`src/rtl/eth_transmitter.sv`:
```
// Serial frame transmitter: reads bytes from a synchronous transmit buffer and
// shifts them out LSB first on sck/mosi under an active-low frame select,
// zero-padding short frames up to MIN_LEN bytes and enforcing an idle gap.
module eth_transmitter #(
    parameter int CLK_DIV = 2,   // clk cycles per sck half-period (1..255)
    parameter int MIN_LEN = 60,  // minimum transmitted frame length in bytes
    parameter int GAP     = 4    // idle clk cycles after a frame (>= 1)
) (
    input  logic        clk,
    input  logic        n_rst,
    input  logic        start,
    input  logic [10:0] len,
    output logic        busy,
    output logic        done,
    output logic [10:0] tx_byte_cnt,
    input  logic [7:0]  tx_d,
    output logic        sck,
    output logic        mosi,
    output logic        n_ss
);

    typedef enum logic [2:0] {IDLE, LOAD, SHIFT, TAIL, WAIT_GAP} state_t;

    localparam logic [10:0] MAX_LEN   = 11'd1536;
    localparam logic [10:0] MIN_LEN_W = 11'(MIN_LEN);
    localparam logic [7:0]  DIV_LAST  = 8'(CLK_DIV - 1);
    localparam logic [15:0] GAP_LAST  = 16'(GAP - 1);

    state_t      state_q, state_d;
    logic [10:0] len_q, len_d;
    logic [10:0] eff_len_q, eff_len_d;
    logic [10:0] byte_cnt_q, byte_cnt_d;
    logic [7:0]  shift_q, shift_d;
    logic [7:0]  div_q, div_d;
    logic [2:0]  bit_q, bit_d;
    logic [15:0] gap_q, gap_d;
    logic        sck_q, sck_d;
    logic        nss_q, nss_d;
    logic        done_q, done_d;
    logic        div_end;
    logic [7:0]  next_byte;

    // mosi is taken straight from the shift register; it is cleared whenever
    // the frame is not shifting so the line idles low.
    assign busy        = (state_q != IDLE);
    assign done        = done_q;
    assign tx_byte_cnt = byte_cnt_q;
    assign sck         = sck_q;
    assign mosi        = shift_q[0];
    assign n_ss        = nss_q;

    // Next-state, counters and output register values.
    always_comb begin
        state_d    = state_q;
        len_d      = len_q;
        eff_len_d  = eff_len_q;
        byte_cnt_d = byte_cnt_q;
        shift_d    = shift_q;
        div_d      = div_q;
        bit_d      = bit_q;
        gap_d      = gap_q;
        sck_d      = sck_q;
        nss_d      = nss_q;
        done_d     = 1'b0;

        div_end   = (div_q == DIV_LAST);
        // byte_cnt_q is the index of the byte about to be loaded
        next_byte = (byte_cnt_q >= len_q) ? '0 : tx_d;

        case (state_q)
            IDLE: begin
                if (start && (len != '0) && (len <= MAX_LEN)) begin
                    state_d    = LOAD;
                    len_d      = len;
                    eff_len_d  = (len < MIN_LEN_W) ? MIN_LEN_W : len;
                    byte_cnt_d = '0;
                    nss_d      = 1'b0;
                    sck_d      = 1'b0;
                    div_d      = '0;
                    bit_d      = '0;
                end
            end
            LOAD: begin
                shift_d    = next_byte;
                byte_cnt_d = byte_cnt_q + 11'd1;
                bit_d      = '0;
                div_d      = '0;
                state_d    = SHIFT;
            end
            SHIFT: begin
                if (div_end) begin
                    div_d = '0;
                    if (!sck_q) begin
                        sck_d = 1'b1;
                    end else begin
                        sck_d = 1'b0;
                        if (bit_q != 3'd7) begin
                            bit_d   = bit_q + 3'd1;
                            shift_d = shift_q >> 1;
                        end else if (byte_cnt_q == eff_len_q) begin
                            state_d = TAIL;
                            shift_d = '0;
                            bit_d   = '0;
                        end else begin
                            shift_d    = next_byte;
                            byte_cnt_d = byte_cnt_q + 11'd1;
                            bit_d      = '0;
                        end
                    end
                end else begin
                    div_d = div_q + 8'd1;
                end
            end
            TAIL: begin
                if (div_end) begin
                    state_d    = WAIT_GAP;
                    nss_d      = 1'b1;
                    done_d     = 1'b1;
                    byte_cnt_d = '0;
                    div_d      = '0;
                    gap_d      = '0;
                end else begin
                    div_d = div_q + 8'd1;
                end
            end
            WAIT_GAP: begin
                if (gap_q == GAP_LAST) begin
                    state_d = IDLE;
                    gap_d   = '0;
                end else begin
                    gap_d = gap_q + 16'd1;
                end
            end
            default: state_d = IDLE;
        endcase
    end

    // State and output registers with asynchronous active-low reset.
    always_ff @(posedge clk or negedge n_rst) begin
        if (!n_rst) begin
            state_q    <= IDLE;
            len_q      <= '0;
            eff_len_q  <= '0;
            byte_cnt_q <= '0;
            shift_q    <= '0;
            div_q      <= '0;
            bit_q      <= '0;
            gap_q      <= '0;
            sck_q      <= 1'b0;
            nss_q      <= 1'b1;
            done_q     <= 1'b0;
        end else begin
            state_q    <= state_d;
            len_q      <= len_d;
            eff_len_q  <= eff_len_d;
            byte_cnt_q <= byte_cnt_d;
            shift_q    <= shift_d;
            div_q      <= div_d;
            bit_q      <= bit_d;
            gap_q      <= gap_d;
            sck_q      <= sck_d;
            nss_q      <= nss_d;
            done_q     <= done_d;
        end
    end

endmodule

```
`config.mk`:
```
export PLATFORM = sky130hd
export DESIGN_NAME = eth_transmitter
export DESIGN_NICKNAME = d
export VERILOG_FILES = /design/src/rtl/eth_transmitter.sv
export SDC_FILE = /design/constraint.sdc
export NUM_CORES = 1
export LEC_CHECK = 0
export ABC_CLOCK_PERIOD_IN_PS = 6100
export BUFFER_PORTS_ARGS = -buffer_cell sky130_fd_sc_hd__buf_2
export CAP_MARGIN = 20
export CORE_MARGIN = 1.5
export CORE_UTILIZATION = 64
export CTS_CLUSTER_SIZE = 24
export DETAILED_ROUTE_END_ITERATION = 10
export GPL_TIMING_DRIVEN = 0
export PLACE_DENSITY = 0.85
export SKIP_CTS_REPAIR_TIMING = 1
export SYNTH_ARGS = -nofsm -noshare
export SYNTH_HDL_FRONTEND = slang
export SYNTH_SLANG_ARGS = --single-unit
```
`constraint.sdc`:
```
create_clock -name clk -period 6.1 [get_ports clk]
set_input_delay 0.305 -clock clk [delete_from_list [all_inputs] [get_ports clk]]
set_output_delay 0.305 -clock clk [all_outputs]
set_load 0.01 [all_outputs]
```
==> flow_metrics.tcl <==
set metrics [dict create \
    yosysTopAreaCell "dfrtp_1" \
    p_leak_nw 2.16 \
    crit_top_cell "clkbuf_1" \
    p_per_area_nw_per_um2 394 \
    syn_avg_cell_area_um2 9.14 \
    viasPerCell 6.18 \
    syn_area_um2 4110 \
    nFillCells 440 \
    syn_inst 450 \
    drc 0 \
    ios 38 \
    cpPeakStageDelay_ns 0.47 \
    drt_iter0_drc 235 \
    critical_path.top_delay_family "buffers and inverters" \
    grt_pass1_wl_um 16100 \
    critical_path_class "reg2reg" \
    rsz0062_at_grt "false" \
    rows 29 \
    ys_ff_latch 74 \
    first_pass_iters 4 \
    regArea_um2 1850 \
    synth_edf_count 0 \
    tns_ns 0 \
    cts_buffer_depth 2 \
    diodes 0 \
    start_util 0.655 \
    nets 539 \
    cp_max_fo 10 \
    relSlewSlack 0.448 \
    cp_slowest_cell "a21oi_1" \
    clk_pin_slew_ns 0.09 \
    max_freq_mhz 380 \
    drv_slew 0 \
    worstMarginPinSlew_ns 0.821 \
    setup_viol 0 \
    ys_async_sr_fraction 1.00 \
    synth_cell_type_count 54 \
    dp_hpwl_um 6640 \
    grt_overflow 0 \
    fin_ws_ns 3.47 \
    synth_flop_cell "dfrtp_1" \
    dp_slack_ns 3.53 \
    die_h_um 83.2 \
    maxCapViolCount 0 \
    die_x_um 83.2 \
    io_buffers 37 \
    min_period_ns 2.63 \
    status "complete, no violations" \
    hp-class "in2reg" \
    path_buf_inv 3 \
    start_kind "flip-flop" \
    finalHoldViolations 0 \
    ant_nets 0 \
    multi_input_area_um2 2090 \
    synth_nets 489 \
    cts_made_buffers 9 \
    synthToLayoutAreaGrowth_pct 13.5 \
    grt_max_degree 43 \
    core_um2 6280 \
    design_area_um2 4670 \
    placed_cell_area_um2 4420 \
    grt_pass1_vias 3524 \
    clockRootBuffer "clkbuf_8" \
    wl_per_cell_um 16.2 \
    yosysWarnings 0 \
    cp_cell_sequence "ha_1 > nor4b_2 > nand3_1 > or2_1 > clkbuf_1 > inv_2 > a21oi_1 > clkbuf_1 > o21ai_1 > o41ai_1" \
    layout-drive-gt1-share 0.147 \
    clock_latency_ns 0.35 \
    worst_ep_arrival_time_ns 2.86 \
    crit_path_end_kind "flip-flop" \
    post-route-period-util 0.431 \
    cp_data_required_time_ns 6.33 \
    finalClockSkew_ns 0.0129 \
    antenna_found_initial 0 \
    num_vias 3588 \
    yosys-top-cells-area "dfrtp_1 (44%), nand2_1 (5.5%), o21ai_1 (5.5%)" \
    clock_sinks 74 \
    cts_tree "done" \
    die_area_um2 6910 \
    grt_usage 0.288 \
    yosys.area.top_type_share 0.444 \
    ir_drop_v 0.000258 \
    place.gp.congestion 0.882 \
    cts_max_level 3 \
    synth.yosys.seq_area_share 0.451 \
    final_util 0.743 \
    finalPower_mw 1.84 \
    drt_wl_total_um 9400 \
]
==> state kept, by name, summed over array words and instances, names as in the netlist <==
register     count
len_q           11
sck              1
state_q          3
div_q            8
bit_q            3
eff_len_q       11
gap_q           16
tx_byte_cnt     11
n_ss             1
shift_q          8
done             1
==> cells in the final DEF (no fill, tap or decap), types with 10 or more instances in the layout <==
master     n
a21oi_1   10
buf_2     42
clkbuf_1  14
clkbuf_8  10
dfrtp_1   73
ha_1      17
inv_1     20
nand2_1   60
nand3_1   19
nand4_1   11
nor2_1    33
o21ai_1   45
o31ai_1   14
xnor2_1   15
==> logic make-up after synthesis <==
| family | count (synthesis) | synth area share |
|---|---|---|
| compound gates | 114 | 0.188 |
| xor+xnor | 15 | 0.0320 |
| fa+ha+maj | 17 | 0.0517 |
| buf+inv | 42 | 0.0402 |
| flops | 74 | 0.451 |
| mux | 3 | 0.00730 |
| simple gates | 185 | 0.230 |
==> metrics by stage <==
| step | std cells | hold slack, ns |
|---|---|---|
| 3_5_place_dp | 565 | 0.276 |
| 3_3_place_gp | 564 | 0.459 |
| 2_1_floorplan | 450 | 0.00941 |
| 5_1_grt | 581 | 0.164 |
| 4_1_cts | 580 | -0.0895 |
| 6_report | 581 | 0.167 |
==> final timing paths <==
check | start | end | slack, ns | cells after the start
worst max-delay path | div_q[0] | gap_q[6] | 3.47 | 10
worst min-delay path | tx_d[7] | shift_q[7] | 0.17 | 2
worst max register to register | div_q[0] | gap_q[6] | 3.47 | 10
worst min register to register | n_ss | n_ss | 0.48 | 2
max in group asynchronous | n_rst | len_q[6] | 5.09 | 3
min in group asynchronous | n_rst | div_q[5] | 0.44 | 2
==> synth_stat cells (all sizes together), types with 2 or more instances <==
cell type / count
or4: 5
a21oi: 11
inv: 21
a21o: 4
dfrtp: 73
a22o: 2
mux2i: 3
o31ai: 14
and2: 6
ha: 17
nor2b: 8
or2: 6
o41ai: 6
a211oi: 5
nor3: 7
nand4: 11
a221o: 7
and4: 3
nor4: 3
xnor2: 15
a41oi: 2
o211ai: 2
or3: 4
nor2: 33
buf: 7
nand2b: 7
clkbuf: 14
and3: 9
nand2: 60
a31oi: 5
nand3: 20
o21ai: 49
o22ai: 2
==> report_power, final <==
group / internal, mW / total [mW] / switching (mW)
Clock: 0.280 / 0.465 / 0.185
Sequential: 0.626 / 0.722 / 0.0959
Combinational: 0.260 / 0.649 / 0.389
==> layout make-up <==
cell class	count	share of cell area
buffer	21	0.0185
clock buffer	10	0.0295
clock inverter	5	0.0220
inverter	21	0.0169
multi-input combinational	334	0.449
sequential	74	0.397
tap	77	0.0206
timing repair buffer	39	0.0467
==> layer usage <==
metal  share of wire  vias up  wire (um)  global-route usage
li1                -     1712          -                   -
met5               0        -          0                   0
met4           0.019        0        179               0.121
met3           0.048       16        453              0.0507
met1            0.47     1748       4390               0.409
met2            0.47      112       4380               0.441
(Power assumes the default switching activity.)
